File: src/rtl/axi_rt_pkg.sv
// Shared AXI RT types and helpers: AXI burst fields and the transfer byte-cost function.
package axi_rt_pkg;

    localparam int unsigned LenWidth       = 8;
    localparam int unsigned SizeWidth      = 3;
    localparam int unsigned BeatBytesWidth = 16;

    typedef logic [LenWidth-1:0]       len_t;
    typedef logic [SizeWidth-1:0]      size_t;
    typedef logic [BeatBytesWidth-1:0] bytes_t;

    // Index width for a table of num entries; never narrower than one bit.
    function automatic int unsigned idx_width(input int unsigned num);
        return (num > 32'd1) ? unsigned'($clog2(num)) : 32'd1;
    endfunction

    // Bytes moved by one burst: (len+1) << size, max 256 << 7 = 32768 fits in 16 bits.
    function automatic bytes_t beat_bytes(input len_t len, input size_t size);
        return (bytes_t'(len) + bytes_t'(1)) << size;
    endfunction

endpackage

File: src/rtl/axi_rt_region_regulator.sv
// One address region: period counter plus write/read remaining-budget counters.
module axi_rt_region_regulator
    import axi_rt_pkg::*;
#(
    parameter int unsigned PeriodWidth = 32,
    parameter int unsigned BudgetWidth = 32
) (
    input  logic                   clk_i,
    input  logic                   rst_ni,
    input  logic                   enable_i,
    input  logic                   refresh_i,
    input  logic [PeriodWidth-1:0] period_i,
    input  logic [BudgetWidth-1:0] w_budget_i,
    input  logic [BudgetWidth-1:0] r_budget_i,
    input  logic                   aw_charge_i,
    input  bytes_t                 aw_bytes_i,
    input  logic                   ar_charge_i,
    input  bytes_t                 ar_bytes_i,
    output logic [BudgetWidth-1:0] w_left_o,
    output logic [BudgetWidth-1:0] r_left_o,
    output logic                   active_o
);

    logic [PeriodWidth-1:0] cnt_q, cnt_d;
    logic [BudgetWidth-1:0] w_left_q, w_left_d;
    logic [BudgetWidth-1:0] r_left_q, r_left_d;
    logic [BudgetWidth-1:0] w_base, r_base;
    logic                   active_q, active_d;
    logic                   due;

    // Saturating subtraction of a burst cost from a budget.
    function automatic logic [BudgetWidth-1:0] charge(input logic [BudgetWidth-1:0] base,
                                                      input logic                   hit,
                                                      input bytes_t                 bytes);
        logic [BudgetWidth-1:0] cost;
        cost = BudgetWidth'(bytes);
        if (!hit) begin
            return base;
        end
        return (base > cost) ? (base - cost) : '0;
    endfunction

    always_comb begin
        cnt_d    = cnt_q;
        w_left_d = w_left_q;
        r_left_d = r_left_q;
        w_base   = w_left_q;
        r_base   = r_left_q;
        active_d = 1'b0;
        // A lowered period compares >= so it never wraps past the new end.
        due      = (cnt_q >= (period_i - PeriodWidth'(1)));
        if (!enable_i) begin
            cnt_d    = '0;
            w_left_d = '0;
            r_left_d = '0;
        end else if (period_i == '0) begin
            cnt_d    = '0;
            w_left_d = w_budget_i;
            r_left_d = r_budget_i;
        end else begin
            active_d = 1'b1;
            if (refresh_i || due) begin
                cnt_d  = '0;
                w_base = w_budget_i;
                r_base = r_budget_i;
            end else begin
                cnt_d = cnt_q + PeriodWidth'(1);
            end
            w_left_d = charge(w_base, aw_charge_i, aw_bytes_i);
            r_left_d = charge(r_base, ar_charge_i, ar_bytes_i);
        end
    end

    always_ff @(posedge clk_i or negedge rst_ni) begin
        if (!rst_ni) begin
            cnt_q    <= '0;
            w_left_q <= '0;
            r_left_q <= '0;
            active_q <= 1'b0;
        end else begin
            cnt_q    <= cnt_d;
            w_left_q <= w_left_d;
            r_left_q <= r_left_d;
            active_q <= active_d;
        end
    end

    assign w_left_o = w_left_q;
    assign r_left_o = r_left_q;
    assign active_o = active_q;

endmodule

File: src/rtl/axi_rt_budget_regulator.sv
// Per-manager bandwidth regulator: charges AW/AR bursts against per-region budgets
// and requests isolation while any regulated region is exhausted.
module axi_rt_budget_regulator
    import axi_rt_pkg::*;
#(
    parameter int unsigned NumAddrRegions = 2,
    parameter int unsigned PeriodWidth    = 32,
    parameter int unsigned BudgetWidth    = 32,
    parameter int unsigned RegionIdxWidth = idx_width(NumAddrRegions)
) (
    input  logic                                  clk_i,
    input  logic                                  rst_ni,
    input  logic                                  enable_i,
    input  logic [NumAddrRegions*PeriodWidth-1:0] period_i,
    input  logic [NumAddrRegions*BudgetWidth-1:0] w_budget_i,
    input  logic [NumAddrRegions*BudgetWidth-1:0] r_budget_i,
    input  logic                                  aw_hs_i,
    input  logic [LenWidth-1:0]                   aw_len_i,
    input  logic [SizeWidth-1:0]                  aw_size_i,
    input  logic [RegionIdxWidth-1:0]             aw_region_i,
    input  logic                                  ar_hs_i,
    input  logic [LenWidth-1:0]                   ar_len_i,
    input  logic [SizeWidth-1:0]                  ar_size_i,
    input  logic [RegionIdxWidth-1:0]             ar_region_i,
    output logic [NumAddrRegions*BudgetWidth-1:0] w_left_o,
    output logic [NumAddrRegions*BudgetWidth-1:0] r_left_o,
    output logic                                  isolate_o
);

    logic                      enable_q;
    logic                      isolate_q;
    logic                      refresh_start;
    logic [NumAddrRegions-1:0] active;
    logic [NumAddrRegions-1:0] exhausted;
    bytes_t                    aw_bytes;
    bytes_t                    ar_bytes;

    assign refresh_start = enable_i & ~enable_q;
    assign aw_bytes      = beat_bytes(len_t'(aw_len_i), size_t'(aw_size_i));
    assign ar_bytes      = beat_bytes(len_t'(ar_len_i), size_t'(ar_size_i));

    for (genvar r = 0; r < NumAddrRegions; r++) begin : gen_region
        logic [BudgetWidth-1:0] w_left;
        logic [BudgetWidth-1:0] r_left;

        // Out-of-range region indices match no instance and are ignored.
        axi_rt_region_regulator #(
            .PeriodWidth (PeriodWidth),
            .BudgetWidth (BudgetWidth)
        ) u_region (
            .clk_i       (clk_i),
            .rst_ni      (rst_ni),
            .enable_i    (enable_i),
            .refresh_i   (refresh_start),
            .period_i    (period_i[r*PeriodWidth +: PeriodWidth]),
            .w_budget_i  (w_budget_i[r*BudgetWidth +: BudgetWidth]),
            .r_budget_i  (r_budget_i[r*BudgetWidth +: BudgetWidth]),
            .aw_charge_i (aw_hs_i && (aw_region_i == RegionIdxWidth'(r))),
            .aw_bytes_i  (aw_bytes),
            .ar_charge_i (ar_hs_i && (ar_region_i == RegionIdxWidth'(r))),
            .ar_bytes_i  (ar_bytes),
            .w_left_o    (w_left),
            .r_left_o    (r_left),
            .active_o    (active[r])
        );

        assign w_left_o[r*BudgetWidth +: BudgetWidth] = w_left;
        assign r_left_o[r*BudgetWidth +: BudgetWidth] = r_left;
        assign exhausted[r] = active[r] & ((w_left == '0) | (r_left == '0));
    end

    // Isolation follows the budget state by one cycle; disabling drops it at once.
    always_ff @(posedge clk_i or negedge rst_ni) begin
        if (!rst_ni) begin
            enable_q  <= 1'b0;
            isolate_q <= 1'b0;
        end else begin
            enable_q  <= enable_i;
            isolate_q <= enable_i & (|exhausted);
        end
    end

    assign isolate_o = isolate_q;

endmodule

File: config.mk
export PLATFORM = sky130hd
export DESIGN_NAME = axi_rt_budget_regulator
export DESIGN_NICKNAME = d
export VERILOG_FILES = /design/src/rtl/axi_rt_pkg.sv /design/src/rtl/axi_rt_region_regulator.sv /design/src/rtl/axi_rt_budget_regulator.sv
export SDC_FILE = /design/constraint.sdc
export NUM_CORES = 1
export LEC_CHECK = 0
export ABC_AREA = 1
export CAP_MARGIN = 20
export CORE_ASPECT_RATIO = 0.5
export CORE_MARGIN = 2
export CORE_UTILIZATION = 50
export DETAILED_ROUTE_END_ITERATION = 7
export PLACE_DENSITY_LB_ADDON = 0.12
export SYNTH_ARGS = -nofsm -noshare
export SYNTH_HDL_FRONTEND = slang
export SYNTH_SLANG_ARGS = --single-unit
File: constraint.sdc
create_clock -name clk_i -period 12.3 [get_ports clk_i]
set_input_delay 1.845 -clock clk_i [delete_from_list [all_inputs] [get_ports clk_i]]
set_output_delay 1.845 -clock clk_i [all_outputs]
set_load 0.02 [all_outputs]
==> impl_results.md <==
- IO Pins: between 300 and 400
- Static leakage: 0.0116 uW
- DR vias: 22300
- Die height: about 150 um
- Slowest-stage cell, CP: inv_2
- Internal Power: between 1000 and 1500 uW
- Number of distinct library cells after synthesis: between 50 and 60
- CTS resizes: 0
- Crit path top cell by count: nand2_1
- Sw frac: about two fifths
- DIE AREA: ~0.041 mm^2
- CTS clock-pin slew for the worst setup and hold paths: approximately 0.080 ns
- Mean post-synth cell area: between 6 and 7 um^2
- Final clock skew: about 0.013 ns
- Total GRT Usage: about a third
- Setup CP Type: input port to flop
- Clock Tree Buf Depth: 2
- Via/cell ratio: roughly 5.5
- Setup TNS: 0 ns
- Starting DRT DRC Count: 2186
- Synth area leaders: dfrtp_1 25%, nand2_1 18%, ha_1 8.6%
- FP Rows: 51
- Worst vdd ir: 0.102 mV
- Sw Pwr: between 900 and 1000 uW
- TritonCTS buffer count: 17
- Drt pass-1 iters: 6
- Startpoint Class: input port
- CP max stage delay: 0.82 ns
- Yosys top cell area share: 24.7%
- Leading area contributor after synthesis: dfrtp_1
- DIE WIDTH: roughly 290 um
- Worst Path Arrival: just under 10 ns
- Rel. slew slack: roughly 30%
- Hpwl dp: 55.3 mm
- Postcts setup bufs: 0
- First-pass GRT wire length: roughly 110 mm
- Core area: ~0.039 mm^2
- Largest net degree at the start of global routing: about 80
- CTS tree: built
- Post-Syn Area: around 0.02 mm^2
- Worst-Skew Late Latency: 0.48 ns
- Vias in the first global route: slightly above 20000
- Status: completed
- Syn_nets: about 3500
- Post-Place Worst Slack: roughly 2.4 ns
- #FFs+latches synth: roughly 200
- Wirelength, routed: approximately 70 mm
- Crit Path Max Fanout: 46
- Hold crit path type: flop to flop
- Clock power frac: a little over a quarter
- Final setup viols: 0
- Routed wire per std cell: 17.5 um
- WP data required: 12.64 ns
- Hold Buf Count CTS: 0
- Max Freq: roughly 100 MHz
- Seq pwr share: 31.4%
- Final cycle utilization of the critical path: between 70 and 80%
- Clock sinks: 196
- # port buffers: between 300 and 400
- Tmin final: 9.56 ns
- Slew Viols, Final: 0
- DRC errors left: 0
- Final hold viol count: 0
- Max-cap violations: 0
- Number of H-tree levels: 4
- Gp weighted congestion: 0.977
- Worst-Margin Slew: 1.05 ns
- Worst setup EP type: flop
- Ys Warns: 0
- Area Overhead vs Synth: 22.6%
- Initial antenna violation count: 7
- Gate power share: between 40% and 50%
- Mapped Cells: around 3200
- Hold slack: ~0.5 ns
- RSZ-0062 raised after global routing: no
- Final WS setup: 2.74 ns
- Final #Nets: roughly 3800
- Post-DRT Antenna Nets: 0
- Seq/Total Area, Yosys: about a quarter
- Pwr dens: approximately 95 mW/mm^2
- Clk root buf: clkbuf_16
- Gr ovfl total: 0
- Layout cells sized above 1: 3.10%
- Power, Total: around 2300 uW
- Initial Util: between 50% and 60%
==> sequential cells by signal (all words and copies together), names as in the netlist <==
name / count
gen_region.u_region.r_left_o: 64
gen_region.u_region.w_left_o: 64
enable_q: 1
isolate_o: 1
gen_region.u_region.active_o: 2
gen_region.u_region.cnt_q: 64
==> kinds of logic (layout without fill, tap and decap cells) <==
kind of cell    after synthesis  count (layout)  share of synthesized area, %
simple gates               1747            1747                          37.3
xor+xnor                    125             125                          5.51
flops                       196             196                          24.7
compound gates              527             527                          14.5
fa+ha+maj                   140             140                          8.96
mux                          10              10                         0.503
buf+inv                     436             742                          8.55
other cells                   0               7                             0
==> synth_stat cells (all sizes together) <==
| master | count |
|---|---|
| nor3b | 8 |
| nor2 | 369 |
| a21boi | 6 |
| o21ai | 242 |
| mux2i | 10 |
| a221oi | 1 |
| a21oi | 171 |
| o22ai | 10 |
| nor3 | 64 |
| or2 | 12 |
| o21bai | 6 |
| a211oi | 11 |
| ha | 136 |
| xor2 | 86 |
| nand3b | 31 |
| fa | 4 |
| nand3 | 170 |
| a31o | 1 |
| and3 | 3 |
| nand2 | 983 |
| nand4 | 51 |
| or4 | 2 |
| o211a | 1 |
| o21a | 3 |
| inv | 344 |
| xnor2 | 39 |
| dfrtp | 196 |
| a31oi | 60 |
| o221a | 1 |
| and2 | 2 |
| o211ai | 8 |
| clkbuf | 59 |
| o41ai | 1 |
| a21o | 4 |
| clkinv | 3 |
| a22oi | 1 |
| buf | 30 |
| nor4 | 52 |
==> stage by stage <==
step / cell area [um^2] / util, % / instances
after global placement: 23800 / 60.8 / 3985
after CTS: 24400 / 62.4 / 4017
after floorplan: 19900 / - / 3181
after global routing: 24400 / 62.4 / 4024
final: 24400 / 62.4 / 4024
after detailed placement: 23800 / 60.8 / 3985
==> layout make-up <==
class,instances,area (um^2)
fillers,3796,14700
clock buffers,18,439
well taps,530,663
multi-input cells,2549,13300
flip-flops and latches,196,4900
diodes,7,17.5
inverters,347,1310
clock inverters,14,166
repair buffers,363,3600
==> path summary, 6_finish.rpt <==
path,start,endpoint,slack [ns],cells past startpoint
setup / recovery,period_i[32],gen_region[1].u_region.w_left_o[20],2.74,44
hold / removal,gen_region[0].u_region.cnt_q[0],gen_region[0].u_region.cnt_q[0],0.49,1
setup reg to reg,gen_region[1].u_region.cnt_q[15],gen_region[1].u_region.w_left_o[20],6.25,30
hold reg to reg,gen_region[0].u_region.cnt_q[0],gen_region[0].u_region.cnt_q[0],0.49,1
max in group asynchronous,rst_ni,gen_region[1].u_region.w_left_o[18],8.70,3
min in group asynchronous,rst_ni,gen_region[0].u_region.cnt_q[5],1.36,1
==> placed cells by master (no fill, tap or decap), drive strengths merged, types with 2 or more instances in the layout <==
cell / count
a211oi: 11
a21boi: 6
a21o: 4
a21oi: 171
a31oi: 60
and2: 2
and3: 3
buf: 15
bufinv: 2
clkbuf: 19
clkdlybuf4s50: 347
clkinv: 7
clkinvlp: 2
dfrtp: 196
diode: 7
fa: 4
ha: 136
inv: 350
mux2i: 10
nand2: 983
nand3: 170
nand3b: 31
nand4: 51
nor2: 369
nor3: 64
nor3b: 8
nor4: 52
o211ai: 8
o21a: 3
o21ai: 242
o21bai: 6
o22ai: 10
or2: 12
or4: 2
xnor2: 39
xor2: 86
==> critical path: cells and delay by family <==
family	cells	cell delay, ns
AOI/OAI and AO/OA	7	1.62
and+or+nand+nor	27	3.81
xor gates and xnor gates	1	0.17
adders and majority gates	3	0.74
buffers and inverters	6	1.67
==> power by group through the flow <==
stage	logic (uW)	registers (uW)	clock network, uW
CTS	956	726	619
detailed placement	951	738	0
finish	971	727	614
global route	1070	731	645
floorplan	552	773	0
global placement	949	738	0
==> per-layer routing <==
metal	vias up	part of all wire [%]	global-route usage, %
met4	0	2.8	9.66
met2	842	45	52.9
met1	10300	45	46.8
li1	11100	-	-
met3	108	6.6	4.34
met5	-	0	0
(Power assumes the default switching activity.)
